--- config.mk ---
export PLATFORM = sky130hd
export DESIGN_NAME = imem_stream_loader
export DESIGN_NICKNAME = d
export VERILOG_FILES = /design/src/rtl/imem_stream_loader.sv
export SDC_FILE = /design/constraint.sdc
export NUM_CORES = 1
export LEC_CHECK = 0
export BUFFER_PORTS_ARGS = -buffer_cell sky130_fd_sc_hd__buf_2
export CORE_ASPECT_RATIO = 0.75
export CORE_MARGIN = 1.5
export CORE_UTILIZATION = 42
export CTS_CLUSTER_SIZE = 20
export DETAILED_ROUTE_END_ITERATION = 12
export GPL_ROUTABILITY_DRIVEN = 0
export PLACE_DENSITY = 0.66
export SETUP_SLACK_MARGIN = 0.5
export SKIP_CTS_REPAIR_TIMING = 1
export SLEW_MARGIN = 15
export SYNTH_ARGS = -nofsm -noshare
export SYNTH_HDL_FRONTEND = slang
export SYNTH_SLANG_ARGS = --single-unit
--- constraint.sdc ---
create_clock -name clk -period 7.1 [get_ports clk]
set_clock_uncertainty 0.1 [all_clocks]
set_input_delay 1.065 -clock clk [delete_from_list [all_inputs] [get_ports clk]]
set_output_delay 1.065 -clock clk [all_outputs]
set_load 0.02 [all_outputs]
--- src/rtl/imem_stream_loader.sv ---
// imem_stream_loader: receives a byte stream (4-byte little-endian word count N,
// then N little-endian 32-bit words) over a valid/ready link and writes the
// words to consecutive instruction RAM addresses starting at BASE_ADDR.
// The core is held in reset until the whole image has been written.
// Optional build macro IMEM_LOADER_CHECKSUM_EN adds a trailing XOR checksum byte.
module imem_stream_loader #(
  parameter logic [31:0] BASE_ADDR = 32'h0000_0000,
  parameter int unsigned MAX_WORDS = 256
) (
  input  logic        clk,
  input  logic        rst_n,
  input  logic        i_byte_valid,
  input  logic [7:0]  i_byte_data,
  output logic        o_byte_ready,
  input  logic        i_reload,
  output logic        o_imem_write_en,
  output logic [31:0] o_imem_addr,
  output logic [31:0] o_imem_data,
  output logic        o_core_rst_n,
  output logic        o_done,
  output logic        o_error
);

  localparam logic [2:0] S_LEN   = 3'd0;
  localparam logic [2:0] S_DATA  = 3'd1;
  localparam logic [2:0] S_WRITE = 3'd2;
  localparam logic [2:0] S_DONE  = 3'd3;
  localparam logic [2:0] S_ERR   = 3'd4;
`ifdef IMEM_LOADER_CHECKSUM_EN
  localparam logic [2:0] S_CSUM  = 3'd5;
  localparam logic [2:0] S_FINAL = S_CSUM;
`else
  localparam logic [2:0] S_FINAL = S_DONE;
`endif

  logic [2:0]  state, state_next;
  logic [1:0]  byte_cnt;
  logic [31:0] word_cnt;
  logic [31:0] len_reg;
  logic [31:0] word_reg;
  logic [31:0] len_next;
  logic [31:0] word_next;
  logic        run;
  logic        xfer;
`ifdef IMEM_LOADER_CHECKSUM_EN
  logic [7:0]  xor_reg;
`endif

  // Ready is gated by a flag set on the first clock after reset so it stays
  // low through reset and rises one edge after deassertion.
  always_comb begin
    o_byte_ready = 1'b0;
    if (run) begin
      case (state)
        S_LEN, S_DATA: o_byte_ready = 1'b1;
`ifdef IMEM_LOADER_CHECKSUM_EN
        S_CSUM:        o_byte_ready = 1'b1;
`endif
        default:       o_byte_ready = 1'b0;
      endcase
    end
  end

  assign xfer      = i_byte_valid && o_byte_ready;
  assign len_next  = {i_byte_data, len_reg[31:8]};
  assign word_next = {i_byte_data, word_reg[31:8]};

  // Next-state decode for the load sequence.
  always_comb begin
    state_next = state;
    case (state)
      S_LEN: begin
        if (xfer && byte_cnt == 2'd3) begin
          if (len_next == '0)
            state_next = S_FINAL;
          else if (len_next > 32'(MAX_WORDS))
            state_next = S_ERR;
          else
            state_next = S_DATA;
        end
      end
      S_DATA: begin
        if (xfer && byte_cnt == 2'd3)
          state_next = S_WRITE;
      end
      S_WRITE: begin
        state_next = (word_cnt + 32'd1 == len_reg) ? S_FINAL : S_DATA;
      end
`ifdef IMEM_LOADER_CHECKSUM_EN
      S_CSUM: begin
        if (xfer)
          state_next = (i_byte_data == xor_reg) ? S_DONE : S_ERR;
      end
`endif
      S_DONE, S_ERR: begin
        if (i_reload)
          state_next = S_LEN;
      end
      default: state_next = S_LEN;
    endcase
  end

  // State, datapath and registered status outputs; status flags are decoded
  // from state_next so they change on the same edge as the state.
  always_ff @(posedge clk or negedge rst_n) begin
    if (!rst_n) begin
      state           <= S_LEN;
      run             <= 1'b0;
      byte_cnt        <= '0;
      word_cnt        <= '0;
      len_reg         <= '0;
      word_reg        <= '0;
      o_imem_write_en <= 1'b0;
      o_imem_addr     <= BASE_ADDR;
      o_imem_data     <= '0;
      o_core_rst_n    <= 1'b0;
      o_done          <= 1'b0;
      o_error         <= 1'b0;
`ifdef IMEM_LOADER_CHECKSUM_EN
      xor_reg         <= '0;
`endif
    end else begin
      state           <= state_next;
      run             <= 1'b1;
      o_imem_write_en <= (state_next == S_WRITE);
      o_done          <= (state_next == S_DONE);
      o_core_rst_n    <= (state_next == S_DONE);
      o_error         <= (state_next == S_ERR);

      if (xfer) begin
        byte_cnt <= byte_cnt + 2'd1;
        if (state == S_LEN)
          len_reg <= len_next;
        if (state == S_DATA)
          word_reg <= word_next;
      end

`ifdef IMEM_LOADER_CHECKSUM_EN
      if (state == S_LEN)
        xor_reg <= '0;
      else if (xfer && state == S_DATA)
        xor_reg <= xor_reg ^ i_byte_data;
`endif

      if (state_next == S_WRITE) begin
        o_imem_addr <= BASE_ADDR + {word_cnt[29:0], 2'b00};
        o_imem_data <= word_next;
      end

      if (state == S_WRITE)
        word_cnt <= word_cnt + 32'd1;

      if ((state == S_DONE || state == S_ERR) && state_next == S_LEN) begin
        byte_cnt <= '0;
        word_cnt <= '0;
        len_reg  <= '0;
        word_reg <= '0;
      end
    end
  end

endmodule

==> qor.yml, run 1 <==
relSlewSlack: 0.386
critPathMaxStageDelay_ps: 630
min_from: "word_reg[8]"
finalCoreUtilization: 0.494
routed_wl_mm: 18.4
worstPathRequired_ps: 7320
r2r_start: "word_cnt[0]"
synth_top_area_cell: "dfrtp_1"
crit_family: "simple AND/OR/NAND/NOR gates"
core_sq_um: 17700
port_buffers: 78
vias_per_cell: 5.39
post-route-min-period_ps: 3140
design_area_sq_um: 8740
syn_avg_cell_area_sq_um: 9.55
synth_edf_count: 0
vias: 5924
placed_cell_area_sq_um: 8130
synthDistinctLibCells: 58
final_common_cell: "nand2_1"
status: "finished, final reports clean"
path_clk_slew_ps: 70
drt_iter0_drc: 559
grt_max_degree: 91
antennaDiodeCount: 0
fillers: 1677
yosysWarnings: 0
start_kind: "flop"
drive_gt1_frac: 0.198
setup.worst_path.end_class: "flop"
async_reset_ff_frac: 1.00
wl_per_cell_microns: 16.7
layout_common_cells: "nand2_1, dfrtp_1, buf_2"
antenna_left: 0
grt_pass1_vias: 5628
fp.dieArea_sq_um: 18900
ys_ff_latch: 159
hold_violations: 0
yosys-top-cells-area: "dfrtp_1, nand2_1, mux2_2"
critPathBufInv: 0
rsz0062_at_grt: "false"
synth_area_sq_um: 7610
setup.worst_path.start: "word_cnt[0]"
htree_levels: 4
p_per_area_nw_per_um2: 336
antenna_found_initial: 0
fmax_ghz: 0.318
cts_buffers: 17
final_nets: 858
dieHeight_microns: 120
setup_viol: 0
drv_slew: 0
clock-sinks: 159
drc: 0
path_common_cell: "nand3_1"
path_cells: "ha_1 > nand3_1 > nor4_2 > nand3_1 > xnor2_1 > a31o_2 > or2_2 > a31o_1"
gr-total-overflow: 0
whs_ps: 366
slowest_stage: "nor4_2"
dp_hpwl_mm: 12.3
maxCapViolCount: 0
fin_total_pwr_mw: 2.94
area_delta_synth_final_pct: 14.8
synth_top_area_share: 0.523
fin_crit_sh: 0.443
arrival_ps: 3360
synth_flop_cell: "dfrtp_1"
finalSetupTns_ps: 0
ios: 81
netlist_instances: 797
start_util: 0.430
clockBufferDepth: 2
ys_seq_area_frac: 0.523
leakage_nw: 4.17
cp_max_fo: 11
grt_pass1_wl_mm: 30.4
tightest_slew_ps: 922
cts_tree: "built"
num_rows: 42
drtPass1Iterations: 5
clk_latency_ps: 440
min_path_type: "flop to flop"
die_w_microns: 158
path_class: "flop to flop"
grt_usage: 0.208
vdd_ir_drop_max_uv: 165
cts-root-buf: "clkbuf_16"
[tightest hold or removal path: cells and delay by family (launching register included)]
| family | cells | cell delay [ps] |
|---|---|---|
| flops | 1 | 340 |
| simple gates | 2 | 90 |
[cells in the mapped netlist, drive strengths merged, types with 3 or more instances]
cell type / number
a211oi: 3
nand2: 213
clkbuf: 39
xor2: 28
nand4: 19
and2: 4
xnor2: 44
nor2: 49
and4: 3
nand3: 15
o21ai: 12
dfrtp: 159
a22o: 8
a31oi: 4
buf: 18
nor3: 15
and3: 4
mux2: 38
or3: 9
inv: 3
nor3b: 6
nor4: 14
a21oi: 59
[cell type report]
type / count / area, sq um / share of cell area
clock inverters: 15 / 188 / 0.0215
well taps: 242 / 303 / 0.0346
flip-flops and latches: 159 / 3980 / 0.455
clock buffers: 17 / 425 / 0.0487
inverters: 3 / 11.3 / 0.00129
multi-input cells: 579 / 3390 / 0.388
repair buffers: 84 / 442 / 0.0505
[power breakdown]
group | internal, mW | leakage [nW] | switching, mW
registers | 1.06 | 2.16 | 0.310
logic | 0.304 | 1.71 | 0.330
clock network | 0.481 | 0.295 | 0.450
[layer usage]
layer | wire length [microns] | part of all wire | vias to the layer above | GRT usage
li1 | - | - | 2785 | -
met1 | 9390 | 0.51 | 2963 | 0.325
met2 | 7780 | 0.42 | 164 | 0.282
met3 | 1080 | 0.059 | 12 | 0.0556
met4 | 138 | 0.0075 | 0 | 0.0456
met5 | 0 | 0 | - | 0
[final timing paths]
check | to | slack, ps | cells past startpoint
min in group asynchronous | o_imem_data[5] | 570 | 1
setup / recovery | state[1] | 3960 | 8
hold / removal | o_imem_data[0] | 370 | 2
setup reg to reg | state[1] | 3960 | 8
hold reg to reg | o_imem_data[0] | 370 | 2
max in group asynchronous | word_reg[30] | 4900 | 2
[through the flow]
stage,setup WS [ps],instances
floorplan,4560,798
global placement,3790,1067
detailed placement,3750,1067
CTS,3900,1099
global route,3610,1099
finish,3960,1099
[logic make-up (layout without fill, tap and decap cells)]
kind of cell    count (synthesis)  after routing  synth area share
mux                            40             40            0.0589
fa+ha+maj                       2              2           0.00329
compound gates                102            102            0.0822
other cells                     2              3          0.000987
buf+inv                        60            119            0.0332
xor+xnor                       72             72            0.0829
simple gates                  360            360             0.216
flops                         159            159             0.523
Note: power is estimated with default switching activity, not from simulation.
==> inputs of run 2 (changes only) <==
--- a/config.mk
+++ b/config.mk
@@ -5,6 +5,7 @@
 export SDC_FILE = /design/constraint.sdc
 export NUM_CORES = 1
 export LEC_CHECK = 0
+export ABC_AREA = 1
 export BUFFER_PORTS_ARGS = -buffer_cell sky130_fd_sc_hd__buf_2
 export CORE_ASPECT_RATIO = 0.75
 export CORE_MARGIN = 1.5
==> constraint.sdc (replaced) <==
create_clock -name clk -period 3 [get_ports clk]
set_clock_uncertainty 0.1 [all_clocks]
set_input_delay 0.45 -clock clk [delete_from_list [all_inputs] [get_ports clk]]
set_output_delay 0.45 -clock clk [all_outputs]
set_load 0.02 [all_outputs]
==> run 2 against run 1 <==
  * Non-clock buffer count up 13
  * Final cell count is 29% higher
  * Critical path type unchanged
  * Total power grew to 3.4 times the previous value
==> qor.yml, run 2 <==
status: "finished, final reports clean"
min_path_type: "input pin to flop"
rsz0062_at_grt: "true"
final_nets: 1169  # +36%
drt_iter0_drc: 750  # +34%
port_buffers: 78  # unchanged
grt_pass1_vias: 6364  # +13%
wl_per_cell_microns: 15.1  # -9.7%
cts-root-buf: "clkbuf_16"
drive_gt1_frac: 0.136  # -0.0622
synth_top_area_share: 0.493  # -0.0302
vdd_ir_drop_max_uv: 470  # +180%
syn_avg_cell_area_sq_um: 7.44  # -22%
synth_area_sq_um: 8080  # +6.1%
vias_per_cell: 5.08  # -5.7%
async_reset_ff_frac: 1.00  # unchanged
vias: 7189  # +21%
drtPass1Iterations: 5  # unchanged
cts_tree: "built"
gr-total-overflow: 0  # unchanged
ys_seq_area_frac: 0.493  # -0.0302
ys_ff_latch: 159  # unchanged
synth_edf_count: 0  # unchanged
routed_wl_mm: 21.4  # +16%
worst_slack_ps: 544  # -3410 ps
multi_input_area_sq_um: 3580  # +5.4%
die_w_microns: 163  # +3.0%
maxCapViolCount: 0  # unchanged
start_kind: "flop"
yosys-top-cells-count: "nand2_1, dfrtp_1, nor2_1, nand3_1, o21ai_0"
ios: 81  # unchanged
critPathMaxStageDelay_ps: 410  # -220 ps
yosys-top-cells-area: "dfrtp_1, nand2_1, nand3_1"
hold_violations: 0  # unchanged
path_clk_slew_ps: 70  # about the same
clock-sinks: 159  # unchanged
arrival_ps: 2720  # -640 ps
slowest_stage: "dfrtp_2"
grt_usage: 0.223  # +0.0150
yosysMostFrequentCell: "nand2_1"
htree_levels: 4  # unchanged
grt_pass1_wl_mm: 34.1  # +12%
core_sq_um: 18700  # +5.4%
drv_slew: 0  # unchanged
seq_area_sq_um: 3990  # +0.16%
clockBufferDepth: 2  # unchanged
fmax_ghz: 0.407  # +28%
synthDistinctLibCells: 33  # -43%
place_worst_setup_slack_ps: 462  # -3290 ps
setup_viol: 0  # unchanged
grt_max_degree: 70  # -23%
layout_common_cells: "nand2_1, dfrtp_1, nor2_1"
start_util: 0.433  # +0.00291
worstPathRequired_ps: 3260  # -4060 ps
finalSetupTns_ps: 0  # unchanged
tightest_slew_ps: 708  # -214 ps
final_common_cell: "nand2_1"
dieHeight_microns: 123  # +2.9%
drc: 0  # unchanged
antenna_left: 0  # unchanged
fin_crit_sh: 0.819  # +0.376
antennaDiodeCount: 0  # unchanged
yosysWarnings: 0  # unchanged
fp.dieArea_sq_um: 20100  # +6.0%
synth_top_area_cell: "dfrtp_1"
path_cells: "ha_2 > nand2_1 > nor2_2 > nand3b_1 > buf_4 > xnor3_1 > nand2_1 > nor2_1 > nand2_1 > nor2_1 > nand3_1 > a21oi_1"
clk_latency_ps: 440  # about the same
fillers: 1849  # +10%
synth_flop_cell: "dfrtp_1"
cts_buffers: 17  # unchanged
cp_max_fo: 5  # -6
path_class: "flop to flop"
area_delta_synth_final_pct: 15.4
post-route-min-period_ps: 2460  # -688 ps
leakage_nw: 4.74  # +14%
num_rows: 43  # +2.4%
dp_hpwl_mm: 14.9  # +21%
p_per_area_nw_per_um2: 1070  # +220%
netlist_instances: 1085  # +36%
setup.worst_path.end_class: "flop"
path_common_cell: "nand2_1"
antenna_found_initial: 0  # unchanged
relSlewSlack: 0.528  # +0.142
-- run 2: critical path, delay by kind of cell, from the launching register on --
| family | cells | cell delay (ps) |
|---|---|---|
| xor+xnor | 1 | 180 |
| flops | 1 | 410 |
| simple gates | 8 | 1090 |
| buf+inv | 1 | 220 |
| fa+ha+maj | 1 | 230 |
| compound gates | 1 | 140 |
-- run 2: final cells by class --
| class | instances | share of cell area |
|---|---|---|
| flip-flops and latches | 159 | 0.428 |
| multi-input cells | 795 | 0.384 |
| repair buffers | 97 | 0.0611 |
| clock buffers | 20 | 0.0469 |
| inverters | 85 | 0.0342 |
| well taps | 247 | 0.0332 |
| clock inverters | 12 | 0.0134 |
-- run 2: final timing paths --
check | startpoint | end | slack, ps | depth (start not counted)
hold reg to reg | word_reg[15] | o_imem_data[7] | 370 | 2
setup / recovery | word_cnt[0] | o_done | 540 | 12
hold / removal | i_byte_data[5] | o_imem_data[29] | 170 | 3
max in group asynchronous | rst_n | word_reg[25] | 1460 | 3
min in group asynchronous | rst_n | o_error | 500 | 2
setup reg to reg | word_cnt[0] | o_done | 540 | 12
-- run 2: layer usage --
layer,routed length [microns],vias to the layer above,track usage
met3,1830,16,0.0460
li1,-,3556,-
met5,0,-,0
met4,204,0,0.0573
met1,10700,3348,0.349
met2,8650,269,0.307
-- run 2: report_power, final --
group | total (mW) | internal [mW] | switching, mW
Clock | 2.12 | 1.17 | 0.959
Combinational | 3.84 | 1.40 | 2.44
Sequential | 4.03 | 3.11 | 0.917
Total | 9.99 | 5.68 | 4.31
-- run 2: cell families after synthesis --
kind of cell,Yosys count,share of synthesized area
other,2,0.000930
adder cells (fa/ha/maj),2,0.00310
flip-flops,159,0.493
buffers and inverters,132,0.0713
XOR/XNOR,16,0.0243
AO/OA/AOI/OAI,106,0.0657
AND/OR/NAND/NOR,668,0.342
-- run 2: through the flow --
step | total power, mW | instances | area, sq um | hold slack [ps] | utilization
floorplan | 6.60 | 1086 | 8080 | 54.4 | -
global placement | 7.74 | 1378 | 8670 | 352 | 0.464
detailed placement | 7.82 | 1378 | 8670 | 359 | 0.464
CTS | 9.97 | 1410 | 9230 | -48.1 | 0.494
global route | 10.8 | 1415 | 9320 | 174 | 0.499
finish | 9.99 | 1415 | 9320 | 171 | 0.499
==> inputs of run 3 (changes only) <==
--- a/config.mk
+++ b/config.mk
@@ -5,7 +5,7 @@
 export SDC_FILE = /design/constraint.sdc
 export NUM_CORES = 1
 export LEC_CHECK = 0
-export ABC_AREA = 1
+export ABC_AREA = 0
 export BUFFER_PORTS_ARGS = -buffer_cell sky130_fd_sc_hd__buf_2
 export CORE_ASPECT_RATIO = 0.75
 export CORE_MARGIN = 1.5
==> constraint.sdc (replaced) <==
create_clock -name clk -period 2.3 [get_ports clk]
set_clock_uncertainty 0.1 [all_clocks]
set_input_delay 0.345 -clock clk [delete_from_list [all_inputs] [get_ports clk]]
set_output_delay 0.345 -clock clk [all_outputs]
set_load 0.02 [all_outputs]
==> run 3 against run 2 <==
  * The flow now finishes with violations (setup timing)
  * Total power up 0.45%
  * Core utilization up 5.8 points
  * Register-to-register slack worse by 650 ps
  * Sequential power down 3%
  * Non-clock buffer count up 74
  * Final cell count down 16%
  * Final area up 5.8%
  * Wire length down 2.4%
  * Maximum frequency up 2.1%
  * Largest power group unchanged
==> qor.yml, run 3 (synthesis gave the netlist of run 1 again) <==
drv_slew: 0  # unchanged
clock-sinks: 159  # unchanged
cts-root-buf: "clkbuf_16"
area_delta_synth_final_pct: 29.6
leakage_nw: 4.74  # about the same
post-route-min-period_ps: 2400  # -50.9 ps
vias: 6346  # -12%
port_buffers: 78  # unchanged
min_path_type: "input pin to flop"
path_clk_slew_ps: 70  # about the same
p_per_area_nw_per_um2: 1020  # -5.1%
drc: 0  # unchanged
cts_buffers: 17  # unchanged
vdd_ir_drop_max_uv: 547  # +16%
grt_max_degree: 52  # -26%
clk_latency_ps: 440  # about the same
rsz0062_at_grt: "true"
worstPathRequired_ps: 2570  # -690 ps
finalCoreUtilization: 0.557  # +0.0577
htree_levels: 4  # unchanged
gr-total-overflow: 0  # unchanged
ios: 81  # unchanged
cts_tree: "built"
fmax_ghz: 0.416  # +2.1%
start_util: 0.430  # -0.00291
status: "finished with violations"
finalNonFillerCells: 1187  # -16%
design_area_sq_um: 9860  # +5.8%
core_sq_um: 17700  # -5.1%
drive_gt1_frac: 0.331  # +0.195
arrival_ps: 2670  # -50 ps
start_kind: "flop"
grt_usage: 0.222  # -0.000393
hold_violations: 0  # unchanged
grt_pass1_wl_mm: 31.9  # -6.2%
routed_wl_mm: 20.9  # -2.4%
placed_cell_area_sq_um: 8820  # +1.8%
antenna_found_initial: 0  # unchanged
layout_common_cells: "nand2_1, dfrtp_1, buf_4"
clockBufferDepth: 2  # unchanged
tightest_slew_ps: 589  # -119 ps
setup.worst_path.end_class: "flop"
die_w_microns: 158  # -2.9%
wl_per_cell_microns: 17.6  # +16%
fin_crit_sh: 1.05  # +0.227
final_common_cell: "nand2_1"
maxCapViolCount: 0  # unchanged
drtPass1Iterations: 5  # unchanged
antenna_left: 0  # unchanged
place_inst: 1138  # -17%
violations: "setup timing"
path_class: "flop to flop"
fp.dieArea_sq_um: 18900  # -5.7%
setup_viol: 3  # +3
vias_per_cell: 5.35  # +5.2%
drt_iter0_drc: 610  # -19%
place_worst_setup_slack_ps: -179  # -641 ps
num_rows: 42  # -2.3%
relSlewSlack: 0.605  # +0.0768
antennaDiodeCount: 0  # unchanged
cp_max_fo: 3  # -2
whs_ps: 88.9  # -81.6 ps
dp_hpwl_mm: 13.7  # -8.1%
final_nets: 946  # -19%
worst_slack_ps: -105  # -649 ps
dieHeight_microns: 120  # -2.9%
grt_pass1_vias: 5872  # -7.7%
## run 3: final timing paths
kind	startpoint	slack, ps	cells past startpoint	end
worst max-delay path	word_cnt[0]	-100	7	state[1]
worst min-delay path	i_byte_data[6]	90	3	word_reg[30]
worst max register to register	word_cnt[0]	-100	7	state[1]
max in group asynchronous	rst_n	1140	3	word_cnt[19]
min in group asynchronous	rst_n	300	2	o_imem_data[5]
worst min register to register	o_imem_data[13]	360	2	o_imem_data[13]
## run 3: final cells by class
cell class	instances	area, sq um
tap	242	303
clock buffer	17	425
inverter	3	23.8
fill	1561	7850
sequential	159	3990
clock inverter	15	186
timing repair buffer	171	1230
timing repair inverter	1	8.76
multi-input combinational	579	3690
## run 3: metal layers
layer / vias to the layer above / part of all wire / global-route usage
met5: - / 0 / 0
met4: 0 / 0.0095 / 0.0485
met3: 22 / 0.067 / 0.0495
met2: 203 / 0.44 / 0.309
met1: 3165 / 0.48 / 0.349
li1: 2956 / - / -
## run 3: where the power goes
part	leakage (nW)	internal [mW]	total [mW]	switching, mW
combinational	2.30	1.49	3.20	1.71
clock	0.297	1.57	2.93	1.36
sequential	2.15	3.30	3.90	0.606
## run 3: critical path, cell delays in order (launching register included)
cell and delay, ps:
dfrtp_2 410, nand4_1 240, or4_4 580, nor2_4 130
mux2_4 310, nor4_2 120, and4_1 270, a31o_1 160
## run 3: metrics by stage
| step | setup TNS [ps] | total power [mW] |
|---|---|---|
| 3_3_place_gp | -110 | 6.68 |
| 2_1_floorplan | 0 | 5.70 |
| 3_5_place_dp | -288 | 6.76 |
| 6_report | -253 | 10.0 |
| 4_1_cts | -390 | 9.72 |
| 5_1_grt | -448 | 10.5 |
